[src/rtl/br_ckpt_ctrl.sv]
// Single-checkpoint branch controller for the rename map table.
// Sequences checkpoint begin/commit/restore and throttles dispatch around them.
module br_ckpt_ctrl #(
    parameter int ROB_TAG_LEN    = 5,
    parameter int RECOVER_CYCLES = 2,
    parameter int CNT_W          = 16
) (
    input  logic                   clock,
    input  logic                   reset,
    input  logic                   dispatch_valid,
    input  logic                   dispatch_is_branch,
    input  logic [ROB_TAG_LEN-1:0] dispatch_rob_tag,
    output logic                   dispatch_stall,
    input  logic                   ex_br_valid,
    input  logic [ROB_TAG_LEN-1:0] ex_br_rob_tag,
    input  logic                   ex_br_mispredict,
    input  logic [31:0]            ex_br_target,
    input  logic                   ext_flush,
    output logic                   branch_detected,
    output logic                   resolve,
    output logic                   kill,
    output logic                   squash_valid,
    output logic [ROB_TAG_LEN-1:0] squash_rob_tag,
    output logic                   redirect_valid,
    output logic [31:0]            redirect_pc,
    output logic                   branch_pending,
    output logic [CNT_W-1:0]       branch_count,
    output logic [CNT_W-1:0]       mispredict_count
);

    localparam int RW = $clog2(RECOVER_CYCLES + 2);

    typedef enum logic [1:0] {
        IDLE,
        PENDING,
        RECOVER
    } state_t;

    state_t                 state;
    logic [ROB_TAG_LEN-1:0] br_tag;
    logic [RW-1:0]          rcnt;
    logic                   match;

    // Pulses are combinational so the map table sees them on the rename edge.
    always_comb begin
        match           = 1'b0;
        dispatch_stall  = 1'b0;
        branch_detected = 1'b0;
        resolve         = 1'b0;
        kill            = 1'b0;
        squash_valid    = 1'b0;
        squash_rob_tag  = '0;
        redirect_valid  = 1'b0;
        redirect_pc     = '0;
        branch_pending  = (state == PENDING);
        if (ext_flush) begin
            dispatch_stall = 1'b1;
        end else begin
            unique case (state)
                IDLE: begin
                    branch_detected = dispatch_valid && dispatch_is_branch;
                end
                PENDING: begin
                    match = ex_br_valid && (ex_br_rob_tag == br_tag);
                    // Renames on a commit/restore edge would miss the checkpoint.
                    dispatch_stall = dispatch_is_branch || match;
                    resolve        = match && !ex_br_mispredict;
                    kill           = match && ex_br_mispredict;
                    squash_valid   = kill;
                    redirect_valid = kill;
                    if (kill) begin
                        squash_rob_tag = br_tag;
                        redirect_pc    = ex_br_target;
                    end
                end
                RECOVER: begin
                    dispatch_stall = 1'b1;
                end
                default: begin
                    dispatch_stall = 1'b1;
                end
            endcase
        end
    end

    always_ff @(posedge clock) begin
        if (reset) begin
            state            <= IDLE;
            br_tag           <= '0;
            rcnt             <= '0;
            branch_count     <= '0;
            mispredict_count <= '0;
        end else if (ext_flush) begin
            state <= IDLE;
            rcnt  <= '0;
        end else begin
            unique case (state)
                IDLE: begin
                    if (branch_detected) begin
                        br_tag <= dispatch_rob_tag;
                        state  <= PENDING;
                        if (branch_count != '1)
                            branch_count <= branch_count + CNT_W'(1);
                    end
                end
                PENDING: begin
                    if (resolve) begin
                        state <= IDLE;
                    end else if (kill) begin
                        if (mispredict_count != '1)
                            mispredict_count <= mispredict_count + CNT_W'(1);
                        if (RECOVER_CYCLES == 0) begin
                            state <= IDLE;
                        end else begin
                            state <= RECOVER;
                            rcnt  <= RW'(RECOVER_CYCLES);
                        end
                    end
                end
                RECOVER: begin
                    if (rcnt <= RW'(1)) begin
                        state <= IDLE;
                        rcnt  <= '0;
                    end else begin
                        rcnt <= rcnt - RW'(1);
                    end
                end
                default: begin
                    state <= IDLE;
                end
            endcase
        end
    end

endmodule

[config.mk]
export PLATFORM = sky130hd
export DESIGN_NAME = br_ckpt_ctrl
export DESIGN_NICKNAME = d
export VERILOG_FILES = /design/src/rtl/br_ckpt_ctrl.sv
export SDC_FILE = /design/constraint.sdc
export NUM_CORES = 1
export LEC_CHECK = 0
export BUFFER_PORTS_ARGS = -buffer_cell sky130_fd_sc_hd__buf_2
export CAP_MARGIN = 5
export CORE_MARGIN = 2
export CORE_UTILIZATION = 49
export DETAILED_ROUTE_END_ITERATION = 10
export PLACE_DENSITY = 0.9
export SYNTH_ARGS = -nofsm -noshare
export SYNTH_HDL_FRONTEND = slang
export SYNTH_SLANG_ARGS = --single-unit
[constraint.sdc]
create_clock -name clock -period 2.77 [get_ports clock]
set_input_delay 0.1385 -clock clock [delete_from_list [all_inputs] [get_ports clock]]
set_output_delay 0.1385 -clock clock [all_outputs]
set_load 0.02 [all_outputs]
### Yosys cells after proc, flatten, opt, wreduce, memory -nomap -nowiden

Index checks and enable logic that the tools add are counted.
W data, S select, Z words.

* flip-flop bits (word level): 41
* input bits: 49
* output and inout bits: 76
* word-level logic and storage cells: 57

* add/sub/neg operators: 3
* $lt $le $gt $ge: 1
* equality and inequality tests: 10
* multiplexer cells: 22
* bitwise logic cells: 2
* reduce and logical (&&, ||, !) cells: 14

Operator list (count)
* $mux W32: 3
* $add A16 B1 Y16 const B: 2
* $ne A16 B16 Y1 const B: 2
* $mux W5: 3
* $mux W2: 6
* $reduce_and A3 Y1: 3
* $ne A2 B2 Y1 const B: 4
* $mux W1: 7
* $pmux W2 S3: 1
* $eq A5 B5 Y1: 1
* $reduce_and A5 Y1: 1
* $logic_and A1 B1 Y1: 4
* $pmux W2 S2: 1
* $reduce_and A4 Y1: 1
* $ne A3 B3 Y1 const B: 1
* $eq A2 B1 Y1 const B: 1
* $eq A2 B2 Y1 const B: 1
* $le A2 B1 Y1 const B: 1
* $logic_not A2 Y1: 1
* $not A1 Y1: 2
* $pmux W1 S2: 1
* $reduce_bool A2 Y1: 1
* $reduce_or A2 Y1: 1
* $sub A2 B1 Y2 const B: 1
* 2 further kinds: 2

### Logic depth before layout (Yosys ltp)

Gate-level depths: netlist of the first run.

* depth after elaboration: 8
* depth in mapped cells: 8
* mapped depth without buffers: 6

### Worst setup path after synthesis of the first run

Ideal clock, no wire load.

* path type: register to register
* start point: register mispredict_count[0]
* end point: register mispredict_count[0]
* setup time: 0.070 ns
* arrival time: 1.762 ns
* required time: 2.700 ns
* path slack: 0.938 ns
* stages on the path, launching flop included: 8
* path buffers: 2
* clock period less this slack: 1.832 ns
* cells stage by stage: dfxtp_1 > ha_1 > and3_1 > and3_1 > clkbuf_1 > buf_2 > or3_1 > a21oi_1

* longest elaborated chain between the ends: 2
* elaborated cells on any way between the ends: 3
* classes of those cells: 1 x add/sub; 1 x eq/ne; 1 x reduce/logical

Ends and longest elaborated chain
* start, declared: RTL line 28 `output logic [CNT_W-1:0] mispredict_count`
* start signal, assigned: RTL line 111 `mispredict_count <= mispredict_count + CNT_W'(1);`
* branches (longest 2 deep; another with $add A16 B1 Y16)

Several ways; the timed one is not identified.
A chain may end at the register's enable or synchronous reset.

### Worst setup path after layout of the first run

* start point: register state[0]
* end point: register mispredict_count[10]

* longest elaborated chain between the ends: 5
* elaborated cells on any way between the ends: 7
* classes of those cells: 1 x eq/ne; 4 x mux; 1 x bitwise; 1 x reduce/logical

Ends and longest elaborated chain
* start, declared: RTL line 39 `state_t state;`
* start signal, assigned: RTL line 88 `state <= IDLE;`
* start signal, assigned: RTL line 94 `state <= IDLE;`
* start signal, assigned: RTL line 101 `state <= PENDING;`
* $eq A2 B1 Y1 (*): RTL line 59, 97
* $mux W1: RTL line 59 `unique case (state)`
* $mux W1: RTL line 56 `if (ext_flush) begin`
* $not A1 Y1 (no line)
* $reduce_and A5 Y1 (no line) (*)

Mark *: on every way between the ends. The rest lies on a longest branch, timed or not.

==> impl_metrics.prom, run 1 <==
# TYPE chip_impl_metric gauge
chip_impl_info{name="status",value="finished, final reports clean"} 1
chip_impl_metric{name="cts.sinks",unit=""} 41
chip_impl_metric{name="global_route.overflow_total",unit=""} 0
chip_impl_metric{name="cts_made_buffers",unit=""} 5
chip_impl_metric{name="maximum_number_of_pins_on_one_net_before_global_route_repair",unit=""} 46
chip_impl_metric{name="gate_count_after_technology_mapping",unit=""} 298
chip_impl_metric{name="area_of_the_core",unit="mm^2"} 0.00469
chip_impl_metric{name="place_area",unit="mm^2"} 0.00296
chip_impl_info{name="synth.top_cells.by_area",value="sky130_fd_sc_hd__dfxtp_1 35%, sky130_fd_sc_hd__and3_1 11%, sky130_fd_sc_hd__xnor2_1 5.2%"} 1
chip_impl_metric{name="floorplan.die.width",unit="um"} 73.5
chip_impl_info{name="yosysTopAreaCell",value="sky130_fd_sc_hd__dfxtp_1"} 1
chip_impl_metric{name="total_power_density_per_cell_area",unit="mW/mm^2"} 354
chip_impl_metric{name="holdWs",unit="ns"} 0.0839
chip_impl_info{name="critPathTopFamily",value="simple AND/OR/NAND/NOR gates"} 1
chip_impl_metric{name="layout.filler_cells",unit=""} 407
chip_impl_metric{name="boundaryPins",unit=""} 125
chip_impl_info{name="setup.worst_path.start_class",value="register"} 1
chip_impl_metric{name="rows",unit=""} 25
chip_impl_metric{name="p_comb_frac",unit=""} 0.077
chip_impl_metric{name="fmax",unit="MHz"} 457
chip_impl_metric{name="post_dp_hpwl",unit="um"} 4870
chip_impl_metric{name="avgViaCountPerCell",unit=""} 5.67
chip_impl_metric{name="first_global_vias",unit=""} 2027
chip_impl_metric{name="cts_htree_levels",unit=""} 2
chip_impl_metric{name="cp_data_required_time",unit="ns"} 2.98
chip_impl_metric{name="fin_crit_sh",unit=""} 0.790
chip_impl_metric{name="finalMaxSlewViolations",unit=""} 0
chip_impl_info{name="cts.root.buffer_cell",value="sky130_fd_sc_hd__clkbuf_8"} 1
chip_impl_info{name="tritoncts",value="yes"} 1
chip_impl_metric{name="yosysUniqueCellTypes",unit=""} 40
chip_impl_metric{name="p_sw_frac",unit=""} 0.229
chip_impl_info{name="crit_type",value="register to register"} 1
chip_impl_metric{name="final_period_minus_worst_setup_slack",unit="ns"} 2.19
chip_impl_metric{name="net_count_reported_at_finish",unit=""} 459
chip_impl_info{name="rsz0062_at_grt",value="no"} 1
chip_impl_metric{name="total_leakage_power",unit="nW"} 1.50
chip_impl_metric{name="synth-warning-count",unit=""} 0
chip_impl_metric{name="crit_path_max_incr_delay",unit="ns"} 0.61
chip_impl_metric{name="holdBufCountCts",unit=""} 0
chip_impl_metric{name="skew",unit="ns"} 0.00803
chip_impl_metric{name="synth_seq_area_share",unit=""} 0.347
chip_impl_metric{name="crit_arrival",unit="ns"} 2.40
chip_impl_metric{name="clk_path_buf_depth",unit=""} 2
chip_impl_metric{name="post_cts.resized_instances",unit=""} 0
chip_impl_metric{name="wl_per_cell",unit="um"} 14.4
chip_impl_metric{name="synthesis.nets",unit=""} 349
chip_impl_metric{name="clkTransAtPathRegs",unit="ns"} 0.08
chip_impl_metric{name="port_buffers",unit=""} 124
chip_impl_metric{name="synth.top_cell.area_share",unit=""} 0.347
chip_impl_metric{name="firstDrtPassIters",unit=""} 4
chip_impl_metric{name="timing.final.setup_violations",unit=""} 0
chip_impl_metric{name="num_vias",unit=""} 2620
chip_impl_metric{name="cap_viol_max_count",unit=""} 0
chip_impl_metric{name="post_route_total_power",unit="W"} 0.00108
chip_impl_metric{name="netlist_area",unit="mm^2"} 0.00236
chip_impl_info{name="crit_path_top_delay_cell",value="sky130_fd_sc_hd__or4_1"} 1
chip_impl_metric{name="pwr-share-clk",unit=""} 0.369
chip_impl_info{name="ys.flop_type",value="sky130_fd_sc_hd__dfxtp_1"} 1
chip_impl_metric{name="wirelength",unit="um"} 6660
chip_impl_metric{name="finalHoldViolations",unit=""} 0
chip_impl_metric{name="power.internal",unit="W"} 0.000831
chip_impl_metric{name="synth-edff-count",unit=""} 0
chip_impl_metric{name="drt.antenna.violating_nets",unit=""} 0
chip_impl_metric{name="synth_register_bits",unit=""} 41
chip_impl_metric{name="post-cts-setup-buffer-count",unit=""} 0
chip_impl_metric{name="maxSlewHeadroom",unit=""} 0.448
chip_impl_metric{name="finalWeightedCongestion",unit=""} 0.838
chip_impl_info{name="timing.hold.worst.class",value="input pin to register"} 1
chip_impl_metric{name="worst_vdd_ir",unit="mV"} 0.282
chip_impl_metric{name="global_route.usage.total",unit=""} 0.228
chip_impl_metric{name="p_seq_frac",unit=""} 0.554
chip_impl_metric{name="floorplan.die.height",unit="um"} 73.5
chip_impl_metric{name="timing_worst_slew_pin_value",unit="ns"} 0.820
chip_impl_metric{name="share_of_flip_flops_with_an_asynchronous_set_or_reset",unit=""} 0
chip_impl_metric{name="utilization",unit=""} 0.649
chip_impl_metric{name="grt_first_pass_wirelength",unit="um"} 9700
chip_impl_metric{name="switchingPower",unit="W"} 0.000247
chip_impl_metric{name="worst-path-max-fanout",unit=""} 28
chip_impl_info{name="worstPathCellList",value="nor3b_1 -> and4_1 -> nand2_2 -> or4_1 -> a21oi_1"} 1
chip_impl_metric{name="design_area",unit="mm^2"} 0.00305
chip_impl_metric{name="insertion_delay",unit="ns"} 0.29
chip_impl_metric{name="number_of_antenna_violations_at_the_first_check_in_global_routing",unit=""} 0
chip_impl_metric{name="final_layout_size_suffix_gt1_frac",unit=""} 0.346
chip_impl_metric{name="drtIter0Drc",unit=""} 215
chip_impl_info{name="kind_of_end_point_of_the_critical_path",value="register"} 1
chip_impl_metric{name="flow.area_growth_from_synthesis",unit="%"} 28.8
chip_impl_metric{name="drc_errors",unit=""} 0
chip_impl_metric{name="initial_util",unit=""} 0.504
chip_impl_metric{name="postSynthAreaPerCell",unit="um^2"} 7.94
chip_impl_metric{name="overall_die_area",unit="mm^2"} 0.00540
chip_impl_metric{name="antenna_cells_inserted",unit=""} 0
chip_impl_metric{name="critical_path.n_buffers_inverters",unit=""} 0
chip_impl_metric{name="setup-tns-final",unit="ns"} 0
## final cells by class
cell class / instances / area, um^2 / area share
clock buffers: 7 / 86.3 / 0.0283
multi-input cells: 229 / 1420 / 0.465
repair buffers: 126 / 636 / 0.209
inverters: 5 / 18.8 / 0.00616
flip-flops and latches: 41 / 821 / 0.270
well taps: 54 / 67.6 / 0.0222
## cells in the final DEF (no fill, tap or decap), drive strengths merged, types with 2 or more instances in the layout
cell type / netlist / layout
ha: 2 / 2
o31ai: 10 / 10
nor4: 4 / 4
buf: 7 / 126
mux2: 4 / 4
nor3b: 4 / 4
nor3: 10 / 10
nand2b: 2 / 2
a21oi: 22 / 22
and3: 41 / 41
nor2b: 6 / 6
a31oi: 2 / 2
or3: 3 / 3
nand2: 26 / 26
inv: 5 / 5
dfxtp: 41 / 41
a211oi: 3 / 3
and4: 4 / 4
nand4: 5 / 5
nand3: 14 / 14
xor2: 3 / 3
clkbuf: 16 / 7
o21ai: 5 / 5
nand4b: 2 / 2
nor2: 24 / 24
or4: 9 / 9
xnor2: 14 / 14
## synth_stat cells (4+ instances only)
cell / n
sky130_fd_sc_hd__clkbuf_1: 16
sky130_fd_sc_hd__nand2_1: 25
sky130_fd_sc_hd__or4_1: 9
sky130_fd_sc_hd__a21oi_1: 22
sky130_fd_sc_hd__inv_1: 5
sky130_fd_sc_hd__nor3_1: 10
sky130_fd_sc_hd__o31ai_1: 10
sky130_fd_sc_hd__o21ai_0: 5
sky130_fd_sc_hd__nor4_1: 4
sky130_fd_sc_hd__nor2b_1: 6
sky130_fd_sc_hd__nor3b_1: 4
sky130_fd_sc_hd__and4_1: 4
sky130_fd_sc_hd__nand4_1: 5
sky130_fd_sc_hd__and3_1: 41
sky130_fd_sc_hd__nand3_1: 14
sky130_fd_sc_hd__mux2_2: 4
sky130_fd_sc_hd__nor2_1: 24
sky130_fd_sc_hd__xnor2_1: 14
sky130_fd_sc_hd__dfxtp_1: 41
## final timing paths
path | start | endpoint | slack [ns] | cells after the start
min reg2reg | br_tag[4] | br_tag[4] | 0.49 | 2
max | state[0] | mispredict_count[10] | 0.58 | 5
min | dispatch_rob_tag[0] | br_tag[0] | 0.08 | 3
max reg2reg | state[0] | mispredict_count[10] | 0.58 | 5
## logic make-up after synthesis
logic type | synth area share
AO/OA/AOI/OAI | 0.120
XOR/XNOR | 0.0630
adder cells (fa/ha/maj) | 0.0106
buffers and inverters | 0.0540
flip-flops | 0.347
multiplexers | 0.0233
AND/OR/NAND/NOR | 0.383
## metal layers
layer | routed length [um] | up-vias | global-route usage
met2 | 3220 | 90 | 0.351
li1 | - | 1297 | -
met3 | 357 | 7 | 0.0370
met5 | 0 | - | 0
met1 | 3020 | 1226 | 0.330
met4 | 61 | 0 | 0.0626
## flip-flops by register name (all words and copies together), names as in the netlist
name and cells:
branch_count 16, mispredict_count 16, br_tag 5, rcnt 2, state 2
## power by group through the flow
stage               clock network, W  logic [W]  registers, W
finish                      0.000397  0.0000828      0.000597
global route                0.000428  0.0000918      0.000598
CTS                         0.000403  0.0000829      0.000597
detailed placement                 0  0.0000826      0.000611
global placement                   0  0.0000814      0.000611
floorplan                          0  0.0000419      0.000611
## per-stage QoR
stage	setup WS [ns]	instances
final	0.581	462
after floorplan	0.938	298
after global placement	0.732	455
after global routing	0.379	462
after detailed placement	0.654	455
after CTS	0.600	462
## worst min-delay path: stages
cell and delay [ns]:
sky130_fd_sc_hd__buf_2 0.09, sky130_fd_sc_hd__nand2_1 0.04, sky130_fd_sc_hd__a21oi_1 0.05
No activity file was read; power rests on OpenSTA's default activity.
==> run 2: changes to the inputs <==
--- a/config.mk
+++ b/config.mk
@@ -8,9 +8,9 @@
 export BUFFER_PORTS_ARGS = -buffer_cell sky130_fd_sc_hd__buf_2
 export CAP_MARGIN = 5
 export CORE_MARGIN = 2
-export CORE_UTILIZATION = 49
+export CORE_UTILIZATION = 45
 export DETAILED_ROUTE_END_ITERATION = 10
-export PLACE_DENSITY = 0.9
+export PLACE_DENSITY = 0.84
 export SYNTH_ARGS = -nofsm -noshare
 export SYNTH_HDL_FRONTEND = slang
 export SYNTH_SLANG_ARGS = --single-unit
==> constraint.sdc (replaced) <==
create_clock -name clock -period 2.1 [get_ports clock]
set_input_delay 0.105 -clock clock [delete_from_list [all_inputs] [get_ports clock]]
set_output_delay 0.105 -clock clock [all_outputs]
set_load 0.02 [all_outputs]
==> impl_metrics.prom, run 2 (synthesis gave the netlist of run 1 again) <==
# TYPE chip_impl_metric gauge
chip_impl_info{name="tritoncts",value="yes"} 1
chip_impl_metric{name="floorplan.die.height",unit="um"} 76.5
chip_impl_info{name="crit_type",value="register to register"} 1
chip_impl_metric{name="antenna_cells_inserted",unit=""} 0
chip_impl_info{name="timing.hold.worst.class",value="input pin to register"} 1
chip_impl_metric{name="firstDrtPassIters",unit=""} 5
chip_impl_info{name="critPathTopFamily",value="simple AND/OR/NAND/NOR gates"} 1
chip_impl_info{name="worstPathCellList",value="xnor2_1 -> and4_1 -> nand2_2 -> nor4_1 -> mux2_2"} 1
chip_impl_metric{name="cts_made_buffers",unit=""} 5
chip_impl_metric{name="timing_worst_slew_pin_value",unit="ns"} 0.595
chip_impl_metric{name="global_route.overflow_total",unit=""} 0
chip_impl_metric{name="fin_crit_sh",unit=""} 0.946
chip_impl_metric{name="grt_first_pass_wirelength",unit="um"} 11400
chip_impl_metric{name="clkTransAtPathRegs",unit="ns"} 0.07
chip_impl_metric{name="timing.final.setup_violations",unit=""} 0
chip_impl_metric{name="switchingPower",unit="W"} 0.000327
chip_impl_metric{name="overall_die_area",unit="mm^2"} 0.00585
chip_impl_metric{name="met3_wl",unit="um"} 511
chip_impl_metric{name="drtIter0Drc",unit=""} 196
chip_impl_metric{name="finalHoldViolations",unit=""} 0
chip_impl_metric{name="p_sw_frac",unit=""} 0.230
chip_impl_metric{name="finalMaxSlewViolations",unit=""} 0
chip_impl_metric{name="layout.filler_cells",unit=""} 486
chip_impl_metric{name="p_comb_frac",unit=""} 0.083
chip_impl_metric{name="cts_htree_levels",unit=""} 2
chip_impl_metric{name="wirelength",unit="um"} 7160
chip_impl_info{name="rsz0062_at_grt",value="yes"} 1
chip_impl_metric{name="worst_vdd_ir",unit="mV"} 0.496
chip_impl_metric{name="wirelength_met1",unit="um"} 3020
chip_impl_metric{name="maxSlewHeadroom",unit=""} 0.603
chip_impl_info{name="crit_path_top_delay_cell",value="sky130_fd_sc_hd__nor4_1"} 1
chip_impl_info{name="setup.worst_path.start_class",value="register"} 1
chip_impl_metric{name="utilization",unit=""} 0.625
chip_impl_metric{name="drc_errors",unit=""} 0
chip_impl_metric{name="cts.sinks",unit=""} 41
chip_impl_info{name="kind_of_end_point_of_the_critical_path",value="register"} 1
chip_impl_metric{name="final_layout_size_suffix_gt1_frac",unit=""} 0.369
chip_impl_metric{name="setup-tns-final",unit="ns"} 0
chip_impl_metric{name="area_of_the_core",unit="mm^2"} 0.00507
chip_impl_metric{name="post_dp_hpwl",unit="um"} 5290
chip_impl_metric{name="cap_viol_max_count",unit=""} 0
chip_impl_metric{name="p_seq_frac",unit=""} 0.552
chip_impl_metric{name="net_count_reported_at_finish",unit=""} 471
chip_impl_info{name="top_regs",value="branch_count (16), mispredict_count (16), br_tag (5)"} 1
chip_impl_metric{name="drt.antenna.violating_nets",unit=""} 0
chip_impl_metric{name="initial_util",unit=""} 0.466
chip_impl_metric{name="wl_met2",unit="um"} 3520
chip_impl_metric{name="port_buffers",unit=""} 124
chip_impl_info{name="final_cell_mix",value="124 x sky130_fd_sc_hd__buf_2, 41 x sky130_fd_sc_hd__and3_1, 41 x sky130_fd_sc_hd__dfxtp_1"} 1
chip_impl_metric{name="boundaryPins",unit=""} 125
chip_impl_metric{name="global_route.usage.total",unit=""} 0.237
chip_impl_metric{name="cp_data_required_time",unit="ns"} 2.28
chip_impl_metric{name="finalWeightedCongestion",unit=""} 0.824
chip_impl_metric{name="flow.area_growth_from_synthesis",unit="%"} 34.1
chip_impl_info{name="layout_commonest_cell",value="sky130_fd_sc_hd__buf_2"} 1
chip_impl_metric{name="floorplan.die.width",unit="um"} 76.5
chip_impl_metric{name="final_period_minus_worst_setup_slack",unit="ns"} 1.99
chip_impl_metric{name="skew",unit="ns"} 0.00575
chip_impl_metric{name="insertion_delay",unit="ns"} 0.29
chip_impl_metric{name="first_global_vias",unit=""} 2417
chip_impl_metric{name="clk_path_buf_depth",unit=""} 2
chip_impl_info{name="status",value="finished, final reports clean"} 1
chip_impl_metric{name="crit_arrival",unit="ns"} 2.17
chip_impl_metric{name="rows",unit=""} 26
chip_impl_metric{name="total_leakage_power",unit="nW"} 1.57
chip_impl_info{name="topRoutingLayerUsed",value="met4"} 1
chip_impl_metric{name="avgViaCountPerCell",unit=""} 5.47
chip_impl_metric{name="maximum_number_of_pins_on_one_net_before_global_route_repair",unit=""} 40
chip_impl_info{name="cts.root.buffer_cell",value="sky130_fd_sc_hd__clkbuf_8"} 1
chip_impl_metric{name="total_power_density_per_cell_area",unit="mW/mm^2"} 450
chip_impl_metric{name="pwr-share-clk",unit=""} 0.365
chip_impl_metric{name="power.internal",unit="W"} 0.00110
chip_impl_metric{name="crit_path_max_incr_delay",unit="ns"} 0.42
chip_impl_metric{name="worst-path-max-fanout",unit=""} 26
chip_impl_metric{name="fmax",unit="MHz"} 503
chip_impl_metric{name="critical_path.n_buffers_inverters",unit=""} 0
chip_impl_metric{name="wl_per_cell",unit="um"} 14.6
chip_impl_metric{name="num_vias",unit=""} 2682
chip_impl_metric{name="number_of_antenna_violations_at_the_first_check_in_global_routing",unit=""} 0
chip_impl_metric{name="post-cts-setup-buffer-count",unit=""} 0
==> run 2: layout make-up <==
class	instances	area (um^2)	share of cell area
clock buffer	7	86.3	0.0272
inverter	5	18.8	0.00592
multi-input combinational	229	1420	0.449
sequential	41	821	0.259
tap	70	87.6	0.0276
timing repair buffer	138	733	0.231
==> run 2: final timing paths <==
kind / slack (ns) / cells past startpoint / end / startpoint
max: 0.11 / 5 / mispredict_count[15] / br_tag[1]
min: 0.05 / 3 / br_tag[3] / dispatch_rob_tag[3]
max reg2reg: 0.11 / 5 / mispredict_count[15] / br_tag[1]
min reg2reg: 0.48 / 2 / br_tag[1] / br_tag[1]
==> run 2: worst register-to-register path, cell delays in order, from the launching register on <==
cell	delay (ns)
sky130_fd_sc_hd__dfxtp_1	0.33
sky130_fd_sc_hd__xnor2_1	0.24
sky130_fd_sc_hd__and4_1	0.26
sky130_fd_sc_hd__nand2_2	0.26
sky130_fd_sc_hd__nor4_1	0.42
sky130_fd_sc_hd__mux2_2	0.37
==> run 2: metal layers <==
layer	vias to the layer above	GRT usage
li1	1321	-
met1	1243	0.305
met2	107	0.403
met3	11	0.0438
met4	0	0.0691
met5	-	0
==> run 2: power by group through the flow <==
stage                      logic, W  clock network (W)  registers, W
after floorplan           0.0000552                  0      0.000806
after global placement     0.000113                  0      0.000805
after detailed placement   0.000115                  0      0.000805
after CTS                  0.000117           0.000528      0.000787
after global routing       0.000131           0.000557      0.000787
final                      0.000119           0.000521      0.000787
==> run 2: metrics by stage <==
| stage | area, um^2 | std cells | hold slack, ns | total power [W] | setup slack [ns] |
|---|---|---|---|---|---|
| floorplan | 2360 | 298 | 0.241 | 0.000861 | 0.268 |
| global placement | 3070 | 483 | 0.347 | 0.000918 | 0.171 |
| detailed placement | 3070 | 483 | 0.356 | 0.000920 | 0.171 |
| CTS | 3160 | 490 | 0.0467 | 0.00143 | 0.0553 |
| global route | 3170 | 490 | 0.0471 | 0.00148 | -0.0276 |
| finish | 3170 | 490 | 0.0481 | 0.00143 | 0.113 |
==> run 2: repair_timing <==
action	CTS	global route
hold buffers	0	0
setup endpoints to repair	1	3
endpoints found under the hold margin	0	0
gates resized for setup	1	4
==> run 3: changes to the inputs <==
==> constraint.sdc (replaced) <==
create_clock -name clock -period 2.1 [get_ports clock]
set_input_delay 0.105 -clock clock [delete_from_list [all_inputs] [get_ports clock]]
set_output_delay 0.105 -clock clock [all_outputs]
set_load 0.01 [all_outputs]
==> impl_metrics.prom, run 3 (synthesis gave the netlist of run 1 again) <==
# TYPE chip_impl_metric gauge
chip_impl_info{name="timing.hold.worst.class",value="input pin to register"} 1
chip_impl_metric{name="floorplan.die.height",unit="um"} 76.5
chip_impl_metric{name="worst-path-max-fanout",unit=""} 38
chip_impl_info{name="cts.root.buffer_cell",value="sky130_fd_sc_hd__clkbuf_8"} 1
chip_impl_metric{name="net_count_reported_at_finish",unit=""} 471
chip_impl_metric{name="global_route.overflow_total",unit=""} 0
chip_impl_metric{name="total_power_density_per_cell_area",unit="mW/mm^2"} 465
chip_impl_info{name="gr-max-usage-layer",value="met2"} 1
chip_impl_info{name="status",value="finished, final reports clean"} 1
chip_impl_metric{name="layout.cells.non_filler",unit=""} 491
chip_impl_metric{name="floorplan.die.width",unit="um"} 76.5
chip_impl_info{name="setup.worst_path.start_class",value="register"} 1
chip_impl_metric{name="total_leakage_power",unit="nW"} 1.58
chip_impl_metric{name="utilization",unit=""} 0.627
chip_impl_metric{name="timing_worst_slew_pin_value",unit="ns"} 0.561
chip_impl_metric{name="area_of_the_core",unit="mm^2"} 0.00507
chip_impl_metric{name="grt.met2_usage",unit=""} 0.379
chip_impl_metric{name="holdWs",unit="ns"} 0.0327
chip_impl_metric{name="first_global_vias",unit=""} 2437
chip_impl_metric{name="wl_per_cell",unit="um"} 14.2
chip_impl_metric{name="post_route_total_power",unit="W"} 0.00148
chip_impl_metric{name="gr-usage-met1",unit=""} 0.309
chip_impl_metric{name="cts_made_buffers",unit=""} 5
chip_impl_metric{name="drt.antenna.violating_nets",unit=""} 0
chip_impl_metric{name="cp_data_required_time",unit="ns"} 2.00
chip_impl_metric{name="cts_htree_levels",unit=""} 2
chip_impl_metric{name="cap_viol_max_count",unit=""} 0
chip_impl_metric{name="number_of_antenna_violations_at_the_first_check_in_global_routing",unit=""} 0
chip_impl_metric{name="num_vias",unit=""} 2663
chip_impl_info{name="top_regs",value="branch_count (16), mispredict_count (16), br_tag (5)"} 1
chip_impl_info{name="final_cell_mix",value="124 x sky130_fd_sc_hd__buf_2, 41 x sky130_fd_sc_hd__and3_1, 41 x sky130_fd_sc_hd__dfxtp_1"} 1
chip_impl_metric{name="fmax",unit="MHz"} 502
chip_impl_metric{name="cts.sinks",unit=""} 41
chip_impl_metric{name="wirelength",unit="um"} 6970
chip_impl_metric{name="clkTransAtPathRegs",unit="ns"} 0.08
chip_impl_metric{name="overall_die_area",unit="mm^2"} 0.00585
chip_impl_info{name="kind_of_end_point_of_the_critical_path",value="primary output"} 1
chip_impl_metric{name="final_period_minus_worst_setup_slack",unit="ns"} 1.99
chip_impl_info{name="tritoncts",value="yes"} 1
chip_impl_metric{name="port_buffers",unit=""} 124
chip_impl_metric{name="post-cts-setup-buffer-count",unit=""} 0
chip_impl_metric{name="clk_path_buf_depth",unit=""} 2
chip_impl_metric{name="finalHoldViolations",unit=""} 0
chip_impl_metric{name="final_layout_size_suffix_gt1_frac",unit=""} 0.373
chip_impl_metric{name="flow.area_growth_from_synthesis",unit="%"} 34.7
chip_impl_metric{name="firstDrtPassIters",unit=""} 5
chip_impl_info{name="layout_commonest_cell",value="sky130_fd_sc_hd__buf_2"} 1
chip_impl_metric{name="fin_crit_sh",unit=""} 0.948
chip_impl_metric{name="post_dp_hpwl",unit="um"} 5210
chip_impl_metric{name="worst_vdd_ir",unit="mV"} 0.358
chip_impl_metric{name="finalMaxSlewViolations",unit=""} 0
chip_impl_metric{name="setup-tns-final",unit="ns"} 0
chip_impl_metric{name="met3_usage",unit=""} 0.0438
chip_impl_metric{name="boundaryPins",unit=""} 125
chip_impl_metric{name="rows",unit=""} 26
chip_impl_metric{name="global_route.usage.total",unit=""} 0.234
chip_impl_info{name="crit_type",value="register to primary output"} 1
chip_impl_metric{name="timing.final.setup_violations",unit=""} 0
chip_impl_metric{name="initial_util",unit=""} 0.466
chip_impl_metric{name="crit_arrival",unit="ns"} 1.89
chip_impl_metric{name="cells_after_dpl",unit=""} 483
chip_impl_metric{name="finalWeightedCongestion",unit=""} 0.824
chip_impl_metric{name="grt_first_pass_wirelength",unit="um"} 11400
chip_impl_metric{name="maxSlewHeadroom",unit=""} 0.626
chip_impl_metric{name="drc_errors",unit=""} 0
chip_impl_metric{name="insertion_delay",unit="ns"} 0.30
chip_impl_metric{name="skew",unit="ns"} 0.00848
chip_impl_metric{name="avgViaCountPerCell",unit=""} 5.42
chip_impl_metric{name="drtIter0Drc",unit=""} 184
chip_impl_metric{name="maximum_number_of_pins_on_one_net_before_global_route_repair",unit=""} 40
chip_impl_metric{name="antenna_cells_inserted",unit=""} 0
==> run 3: metrics by stage <==
step | worst slack (ns) | cell area, um^2
finish | 0.109 | 3180
floorplan | 0.306 | 2360
global placement | 0.227 | 3070
detailed placement | 0.187 | 3070
global route | -0.00978 | 3180
CTS | 0.0155 | 3170
==> run 3: worst max-delay path, stage by stage, from the launching register on <==
cell	delay (ns)
sky130_fd_sc_hd__dfxtp_1	0.33
sky130_fd_sc_hd__xnor2_1	0.27
sky130_fd_sc_hd__and4_1	0.27
sky130_fd_sc_hd__buf_4	0.29
sky130_fd_sc_hd__and3_1	0.27
sky130_fd_sc_hd__buf_2	0.16
==> run 3: final timing paths <==
path                             from                  end  slack, ns  cells past startpoint
setup / recovery            br_tag[1]      redirect_pc[31]       0.11                      5
hold / removal    dispatch_rob_tag[0]            br_tag[0]       0.03                      3
setup reg to reg  mispredict_count[8]  mispredict_count[8]       0.15                      5
hold reg to reg             br_tag[4]            br_tag[4]       0.48                      2
==> run 3: power breakdown <==
| group | internal [W] | total [W] | switching (W) |
|---|---|---|---|
| clock network | 0.000297 | 0.000580 | 0.000283 |
| logic | 0.0000558 | 0.000115 | 0.0000594 |
| registers | 0.000782 | 0.000786 | 0.00000449 |
| total | 0.00113 | 0.00148 | 0.000347 |
==> run 3: layer usage <==
layer  up-vias  wire length, um
li1       1325                -
met1      1244             2980
met2        85             3410
met3         9              479
met4         0               99
met5         -                0
==> run 3: cell type report <==
class,instances,area [um^2]
Fill cell,459,1890
Multi-Input combinational cell,229,1420
Sequential cell,41,821
Timing Repair Buffer,138,733
Clock buffer,7,96.3
Tap cell,70,87.6
Inverter,5,18.8
Clock inverter,1,5.00
==> run 3: what timing repair did <==
action / 4_1_cts / 5_1_grt
setup endpoints to repair: 0 / 2
gates resized for setup: 0 / 4
hold buffers: 0 / 0
